<file path="src/rtl/pc_sel_pkg.sv">
// Shared encodings for the fetch-stage next-PC selector: mux select codes,
// branch opcode field values and the recovery FSM state type.
package pc_sel_pkg;

  localparam logic [1:0] SEL_SEQ    = 2'b00;
  localparam logic [1:0] SEL_PRED   = 2'b01;
  localparam logic [1:0] SEL_DIRECT = 2'b10;
  localparam logic [1:0] SEL_RS     = 2'b11;

  localparam logic [1:0] BR_NONE = 2'b00;
  localparam logic [1:0] BR_JAL  = 2'b01;
  localparam logic [1:0] BR_JR   = 2'b10;
  localparam logic [1:0] BR_J    = 2'b11;

  typedef enum logic {
    ST_IDLE    = 1'b0,
    ST_RECOVER = 1'b1
  } pc_sel_state_t;

endpackage

</file>
<file path="src/rtl/branch_pending_ctr.sv">
// Saturating up/down counter of unresolved predicted branches, with a
// synchronous clear that overrides both count directions.
module branch_pending_ctr #(
  parameter int MAX = 4,
  parameter int W   = $clog2(MAX + 1)
) (
  input  logic         clk,
  input  logic         rst,
  input  logic         inc,
  input  logic         dec,
  input  logic         clr,
  output logic [W-1:0] cnt
);

  logic inc_ok;
  logic dec_ok;

  // Guards keep the count inside [0, MAX] even if a caller misbehaves.
  assign inc_ok = inc && (cnt != W'(MAX));
  assign dec_ok = dec && (cnt != '0);

  always_ff @(posedge clk or posedge rst) begin
    if (rst) begin
      cnt <= '0;
    end else if (clr) begin
      cnt <= '0;
    end else if (inc_ok && !dec_ok) begin
      cnt <= cnt + W'(1);
    end else if (dec_ok && !inc_ok) begin
      cnt <= cnt - W'(1);
    end
  end

endmodule

</file>
<file path="src/rtl/pc_select_ctrl.sv">
// Next-PC source selector for fetch: picks PC+4 / predicted / direct / RS
// redirect, bounds in-flight predicted branches and holds PC+4 after rollback.
module pc_select_ctrl
  import pc_sel_pkg::*;
#(
  parameter int TAG_W          = 5,
  parameter int MAX_PENDING    = 4,
  parameter int RECOVER_CYCLES = 1,
  parameter int CNT_W          = $clog2(MAX_PENDING + 1)
) (
  input  logic             clk,
  input  logic             rst,
  input  logic             branch_issue,
  input  logic [1:0]       branch_op,
  input  logic [TAG_W-1:0] qj,
  input  logic [TAG_W-1:0] qk,
  input  logic             rollback,
  input  logic             resolve,
  output logic [1:0]       sel,
  output logic             stall,
  output logic [CNT_W-1:0] pending_cnt,
  output logic             recover_busy
);

  localparam int RC_W_RAW = $clog2(RECOVER_CYCLES + 1);
  localparam int RC_W     = (RC_W_RAW < 2) ? 2 : RC_W_RAW;
  localparam int RC_LOAD  = (RECOVER_CYCLES > 0) ? RECOVER_CYCLES - 1 : 0;

  pc_sel_state_t    state;
  pc_sel_state_t    state_nxt;
  logic [RC_W-1:0]  rc;
  logic [RC_W-1:0]  rc_nxt;

  logic is_br;
  logic dep;
  logic full;
  logic cnt_inc;
  logic cnt_dec;

  assign is_br = branch_issue || (branch_op != BR_NONE);
  assign dep   = (qj != '0) || (qk != '0);
  assign full  = (pending_cnt == CNT_W'(MAX_PENDING));

  // Select priority: reset, redirect, recovery window, then branch kind.
  always_comb begin
    sel   = SEL_SEQ;
    stall = 1'b0;
    if (rst) begin
      sel = SEL_SEQ;
    end else if (rollback) begin
      sel = SEL_RS;
    end else if (state == ST_RECOVER) begin
      sel = SEL_SEQ;
    end else if (!is_br) begin
      sel = SEL_SEQ;
    end else if (dep && full) begin
      sel   = SEL_SEQ;
      stall = 1'b1;
    end else if (dep) begin
      sel = SEL_PRED;
    end else begin
      sel = SEL_DIRECT;
    end
  end

  always_comb begin
    state_nxt = state;
    rc_nxt    = rc;
    case (state)
      ST_IDLE: begin
        if (rollback && (RECOVER_CYCLES > 0)) begin
          state_nxt = ST_RECOVER;
          rc_nxt    = RC_W'(RC_LOAD);
        end
      end
      ST_RECOVER: begin
        // A fresh rollback restarts the whole window.
        if (rollback) begin
          rc_nxt = RC_W'(RC_LOAD);
        end else if (rc == '0) begin
          state_nxt = ST_IDLE;
        end else begin
          rc_nxt = rc - RC_W'(1);
        end
      end
      default: begin
        state_nxt = ST_IDLE;
        rc_nxt    = '0;
      end
    endcase
  end

  always_ff @(posedge clk or posedge rst) begin
    if (rst) begin
      state        <= ST_IDLE;
      rc           <= '0;
      recover_busy <= 1'b0;
    end else begin
      state        <= state_nxt;
      rc           <= rc_nxt;
      recover_busy <= (state_nxt == ST_RECOVER);
    end
  end

  assign cnt_inc = (sel == SEL_PRED);
  assign cnt_dec = resolve && (pending_cnt != '0);

  branch_pending_ctr #(
    .MAX (MAX_PENDING),
    .W   (CNT_W)
  ) u_pending (
    .clk (clk),
    .rst (rst),
    .inc (cnt_inc),
    .dec (cnt_dec),
    .clr (rollback),
    .cnt (pending_cnt)
  );

endmodule

</file>
<file path="config.mk">
export PLATFORM = sky130hd
export DESIGN_NAME = pc_select_ctrl
export DESIGN_NICKNAME = d
export VERILOG_FILES = /design/src/rtl/pc_sel_pkg.sv /design/src/rtl/branch_pending_ctr.sv /design/src/rtl/pc_select_ctrl.sv
export SDC_FILE = /design/constraint.sdc
export NUM_CORES = 1
export LEC_CHECK = 0
export ABC_AREA = 1
export ABC_CLOCK_PERIOD_IN_PS = 5200
export CAP_MARGIN = 20
export CORE_AREA = 4 4 41 43
export DETAILED_ROUTE_END_ITERATION = 16
export DIE_AREA = 0 0 45 47
export PLACE_DENSITY = 0.73
export SYNTH_ARGS = -nofsm -noshare
export SYNTH_HDL_FRONTEND = slang
export SYNTH_SLANG_ARGS = --single-unit
</file>
<file path="constraint.sdc">
create_clock -name clk -period 5.2 [get_ports clk]
set_clock_uncertainty 0.2 [all_clocks]
set_input_delay 1.04 -clock clk [delete_from_list [all_inputs] [get_ports clk]]
set_output_delay 1.04 -clock clk [all_outputs]
set_load 0.02 [all_outputs]
</file>
==> metrics.log <==
INFO  metric avgViaCountPerCell = 4.46
INFO  metric hold_path_class = flop to flop
INFO  metric use_met2 = 0.198
INFO  metric hold_path.startpoint = rc[0]
INFO  metric final_cell_count_no_fill = 116
INFO  metric wl_per_cell = 9.36 um
INFO  metric synth_area_in_simple_gates = 0.460
INFO  metric post_synth_xor_area_fraction = 0.0169
INFO  metric place.gp.congestion = 0.753
INFO  metric numCtsBuffers = 3
INFO  metric yosys_warnings = 0
INFO  metric timing.critical_path.from = qj[4]
INFO  metric post-cts-setup-buffer-count = 0
INFO  metric ctsRootBufferMaster = clkbuf_4
INFO  metric placement.cell_area = 766 um^2
INFO  metric max-clock-path-buffers = 2
INFO  metric crit_chain = clkdlybuf4s50_1 -> nor2_1 -> nand3_1 -> nor2_2 -> nand2_1 -> nand2_1 -> nand2_2 -> inv_1 -> clkdlybuf4s50_1
INFO  metric synth-edff-count = 0
INFO  metric design.portCount = 24
INFO  metric cts_tree = yes
INFO  metric synth-compound-area-share = 0.0436
INFO  metric final-seq-area = 150 um^2
INFO  metric gr-max-usage-layer = met2
INFO  metric post-place-cells = 113
INFO  metric cellLeakagePower = 0.381 nW
INFO  metric path_clk_slew = 0.04 ns
INFO  metric detail-route-antenna-nets = 0
INFO  metric yosysTopAreaCell = dfrtp_1
INFO  metric synth_top_family_by_area = simple AND/OR/NAND/NOR gates
INFO  metric max_clock_freq = 0.256 GHz
INFO  metric grt_util_met3 = 0.0115
INFO  metric synth_nets = 94
INFO  metric tightestPinTransition = 0.259 ns
INFO  metric io_buffers = 23
INFO  metric cp.required = 3.96 ns
INFO  metric die_area = 2120 um^2
INFO  metric synthAdderAreaFrac = 0.0630
INFO  metric dr.pass1.iters = 2
INFO  metric netlist.area_leader.share = 0.291
INFO  metric synth_seq_cells = 6
INFO  metric grt_overflow = 0
INFO  metric layout_min_cycle_time = 3.90 ns
INFO  metric timing.final.max_slew_violations = 0
INFO  metric yosys_most_used_dff = dfrtp_1
INFO  metric setup_viol = 0
INFO  metric yosys.cell_types.count = 20
INFO  metric timing_hold_violations_final = 0
INFO  metric pwr_density_cell = 339 nW/um^2
INFO  metric ctsHtreeMaxLevel = 1
INFO  metric post_route_cells_drive_above_1_share = 0.198
INFO  metric grtUsageTotal = 0.116
INFO  metric cpPeakStageDelay = 0.59 ns
INFO  metric area.growth.synth_to_final = 52.5%
INFO  metric totalNegativeSetupSlack = 0 ns
INFO  metric die_w = 45 um
INFO  metric cts_hold_buffers = 0
INFO  metric fillers = 130
INFO  metric fp-row-count = 13
INFO  metric detail_route.wirelength = 1.09 mm
INFO  metric total_vias_in_the_final_route = 517
INFO  metric synthesis.area_per_instance = 6.89 um^2
INFO  metric synth-seq-area-share = 0.291
INFO  metric multi_input_area = 302 um^2
INFO  metric initial_utilization = 0.397
INFO  metric vias_in_the_first_global_route = 488
INFO  metric run_status = finished clean
INFO  metric wire_length_of_the_first_global_routing_pass = 1.77 mm
INFO  metric synth_top_cells_by_count = nand2_1, inv_1, nor2_1
INFO  metric worstReg2RegStart = u_pending.cnt[1]
INFO  metric clock-sinks = 6
INFO  metric netlist_top_cells_area = dfrtp_1, nand2_1, inv_1
INFO  metric irDropWorstVdd = 0.234 mV
INFO  metric nets = 122
INFO  metric cap_violations = 0
INFO  metric route.detailed.drc = 0
INFO  metric worstSetupPathType = primary input to primary output
INFO  metric timing.critical_path.fanout_max = 3
INFO  metric post_synth_inst_count = 75
INFO  metric met1_grt_util = 0.135
INFO  metric whs = 0.325 ns
INFO  metric dp_hpwl = 917 um
INFO  metric synth.cell_area = 517 um^2
INFO  metric drt-initial-drc-count = 5
INFO  metric yosys-mux-area-fraction = 0
INFO  metric worst_setup_sp_type = primary input
INFO  metric antenna_violations_before_repair = 0
INFO  metric chipHeight = 47 um
INFO  metric floorplan.core_area = 1300 um^2
INFO  metric worstSetupEndpointType = primary output
INFO  metric rsz0062_at_grt = false
INFO  metric asyncSetResetFlopFracSynth = 1.00
INFO  metric yosysMostFrequentCell = nand2_1
INFO  metric slew-limit-headroom = 0.826
INFO  metric pin_count_of_the_biggest_net_entering_global_routing = 10
INFO  metric clk-insertion-delay-late = 0.24 ns
INFO  metric antennaDiodeCount = 0
INFO  metric cp_data_arrival_time = 2.66 ns
INFO  metric cts-resized-gates = 0
INFO  metric timing.critical_path.slowest_stage_cell = clkdlybuf4s50_1
INFO  metric finalCritPeriodShare = 0.750
INFO  metric post-route-cell-area = 788 um^2
## report_power, final
part | internal, mW | switching, mW
sequential | 0.0610 | 0.0128
combinational | 0.0694 | 0.0819
clock | 0.0260 | 0.0159
## per-stage QoR
step | total power, mW | util | setup slack [ns]
2_1_floorplan | 0.176 | - | 2.21
3_3_place_gp | 0.226 | 0.588 | 1.30
3_5_place_dp | 0.228 | 0.588 | 1.28
4_1_cts | 0.272 | 0.606 | 1.28
5_1_grt | 0.294 | 0.606 | 1.14
6_report | 0.267 | 0.606 | 1.30
## worst max-delay path, delay by kind of cell
kind                   cells  cell delay, ns
buffers and inverters      3            1.05
and+or+nand+nor            6            0.56
## cells in the final DEF, fill, tap and decap left out
| cell type | count |
|---|---|
| clkbuf_4 | 3 |
| xnor2_1 | 1 |
| inv_2 | 5 |
| clkdlybuf4s50_1 | 23 |
| nand2_2 | 3 |
| nand3_1 | 3 |
| nand2_1 | 16 |
| inv_1 | 11 |
| nand2_4 | 2 |
| nor2_2 | 3 |
| a211oi_1 | 1 |
| nor3_1 | 1 |
| a21oi_1 | 1 |
| ha_1 | 1 |
| nand3_2 | 2 |
| nor2_1 | 11 |
| nand4_1 | 3 |
| nand3_4 | 1 |
| o21ai_1 | 2 |
| dfrtp_1 | 6 |
| clkinv_2 | 1 |
| fa_1 | 1 |
## metal layers
metal	routed length, um	vias up
met5	0	-
met1	500	212
met4	17	0
li1	-	284
met2	475	19
met3	93	2
## state kept, by name (all words and copies together), names as in the netlist
register,cells
rc,2
u_pending.cnt,3
state,1
## layout make-up
class,count,area share
clock buffers,3,0.0286
inverters,17,0.0825
multi-input cells,52,0.383
flip-flops and latches,6,0.190
well taps,15,0.0238
repair buffers,23,0.292
## final timing paths
kind,to,slack [ns],depth (start not counted)
setup / recovery,sel[1],1.30,9
hold / removal,rc[0],0.33,2
setup reg to reg,u_pending.cnt[2],3.07,13
hold reg to reg,rc[0],0.33,2
max in group asynchronous,rc[1],3.79,2
min in group asynchronous,u_pending.cnt[1],0.85,2
## cell families after synthesis
group / count (synthesis)
adder cells (fa/ha/maj): 2
AND/OR/NAND/NOR: 45
XOR/XNOR: 1
AO/OA/AOI/OAI: 4
flip-flops: 6
buffers and inverters: 17
Power figures use the tool's default switching activity.
==> variant (same settings) <==
Change the parameter `TAG_W` from 5 to 6.
--- a/src/rtl/pc_select_ctrl.sv
+++ b/src/rtl/pc_select_ctrl.sv
@@ -3,7 +3,7 @@
 module pc_select_ctrl
   import pc_sel_pkg::*;
 #(
-  parameter int TAG_W          = 5,
+  parameter int TAG_W          = 6,
   parameter int MAX_PENDING    = 4,
   parameter int RECOVER_CYCLES = 1,
   parameter int CNT_W          = $clog2(MAX_PENDING + 1)
Ports: changed (resized qj and qk); port bits go from 24 to 26. No check against the original RTL was run, so the function may have changed too.
==> variant against the original RTL <==
  * Synthesized area is 8.0% higher
  * Combinational power is 8% higher
  * Die area stayed put
  * Sequential cell count stayed put
  * Total power is 5.3% higher
  * Design area is 7.8% higher
  * Global-route usage is 3.5 points higher
  * Routed wire length is 14% higher
  * Setup slack worse by 0.0069 ns
  * Sequential power is 2% lower
  * Critical endpoint unchanged
==> variant: results (changes against the original RTL) <==
* Status: finished clean (unchanged)
* DR DRC count at 0 (unchanged)
* Peak VDD IR at 0.195 mV (was 0.234 mV)
* Number of global-route vias before repair at 578 (was 488)
* Place WS at 1.28 ns (about the same)
* Min-delay worst type: flop to flop (unchanged)
* Synth cell types at 22 (was 20)
* GPL Wtd Cong at 0.657 (was 0.753)
* Synth Warn # at 0 (unchanged)
* CTS H-tree depth at 1 (unchanged)
* Setup TNS at 0 ns (unchanged)
* Pre-antenna DRT Iters at 4 (was 2)
* Clock Tree Root: clkbuf_4 (unchanged)
* Critical Path AT at 2.67 ns (was 2.66 ns)
* Total Nets Final at 129 (was 122)
* Global-route wire length before repair at 2.32 mm (was 1.77 mm)
* Post-synthesis sequential area ratio at 26.9% (was 29.1%)
* Worst slew margin at 82.1% (was 82.6%)
* Reg2reg path depth at 13 (unchanged)
* Gr usage total at 15.1% (was 11.6%)
* Synth top cells by count: 15 x nand2_1, 13 x inv_1, 12 x nor2_1 (was 16 x nand2_1, 11 x inv_1, 11 x nor2_1)
* CTS max path bufs at 2 (unchanged)
* Via-to-Cell Ratio at 4.64 (was 4.46)
* Fraction of layout instances using a drive strength above 1 at 20.8% (was 19.8%)
* CTS resizes at 0 (unchanged)
* Inserted Clock Buffers at 3 (unchanged)
* ANT cells at 0 (unchanged)
* Async set or reset register ratio after synthesis at 100% (unchanged)
* Post-DP Area at 827 sq um (was 766 sq um)
* Largest cells by area after synthesis: dfrtp_1 27%, nand2_1 10%, inv_1 8.7% (was dfrtp_1 29%, nand2_1 12%, inv_1 8.0%)
* Worst-path clk slew at 0.05 ns
* Largest regs: u_pending.cnt x3, rc x2, state x1 (unchanged)
* DP HPWL at 1.06 mm (was 917 um)
* Crit-path max FO at 3 (unchanged)
* Post-CTS setup buffer count at 0 (unchanged)
* Port bufs at 25 (was 23)
* 1st-iter DRT viols at 6 (was 5)
* P_leak at 0.397 nW (was 0.381 nW)
* Hold path depth at 2 (unchanged)
* Initial antenna violation count at 0 (unchanged)
* Worst skew pair latency at 0.25 ns
* Top FF cell, synth: dfrtp_1 (unchanged)
* Syn_nets at 99 (was 94)
* Largest net degree at the start of global routing at 10 (unchanged)
* Routed WL at 1.24 mm (was 1.09 mm)
==> variant: layout make-up <==
class,instances,area [sq um]
Tap cell,15,18.8
Fill cell,134,452
Inverter,17,78.8
Multi-Input combinational cell,55,329
Sequential cell,6,150
Clock buffer,3,22.5
Timing Repair Buffer,25,250
==> variant: kinds of logic (layout without fill, tap and decap cells) <==
family          after synthesis  in the layout  synth area share [%]
buf+inv                      17             45                  14.1
fa+ha+maj                     2              2                  5.83
compound gates                4              4                  4.03
simple gates                 48             48                  47.5
flops                         6              6                  26.9
xor+xnor                      1              1                  1.57
==> variant: per-stage QoR <==
step | cells | util (%)
6_report | 121 | 65.3
5_1_grt | 121 | 65.3
4_1_cts | 121 | 65.3
3_5_place_dp | 118 | 63.6
3_3_place_gp | 118 | 63.6
2_1_floorplan | 78 | -
==> variant: critical path, cell delays in order <==
cell             delay [ns]
clkdlybuf4s50_1        0.39
nor2_1                 0.18
nand3_2                0.10
nor2_2                 0.10
nand2_1                0.05
nand2_1                0.07
nand2_2                0.08
inv_1                  0.06
clkdlybuf4s50_1        0.59
==> variant: power by group <==
part,internal (W),switching (W),total (W)
Clock,0.0000263,0.0000197,0.0000460
Combinational,0.0000746,0.0000886,0.000163
Sequential,0.0000609,0.0000112,0.0000720
Total,0.000162,0.000119,0.000281
==> variant: worst paths after layout <==
path | start | to | slack (ns)
min in group asynchronous | rst | u_pending.cnt[2] | 0.82
max in group asynchronous | rst | u_pending.cnt[0] | 3.82
min | rc[0] | rc[0] | 0.33
max reg2reg | u_pending.cnt[1] | u_pending.cnt[2] | 3.08
min reg2reg | rc[0] | rc[0] | 0.33
max | qj[3] | sel[1] | 1.29
==> variant: routing by layer <==
metal / vias to the layer above / GRT usage, % / part of all wire [%]
met3: 2 / 5.36 / 9.3
li1: 296 / - / -
met4: 0 / 5.26 / 0.89
met5: - / 0 / 0
met2: 20 / 25.7 / 48
met1: 243 / 17.7 / 42
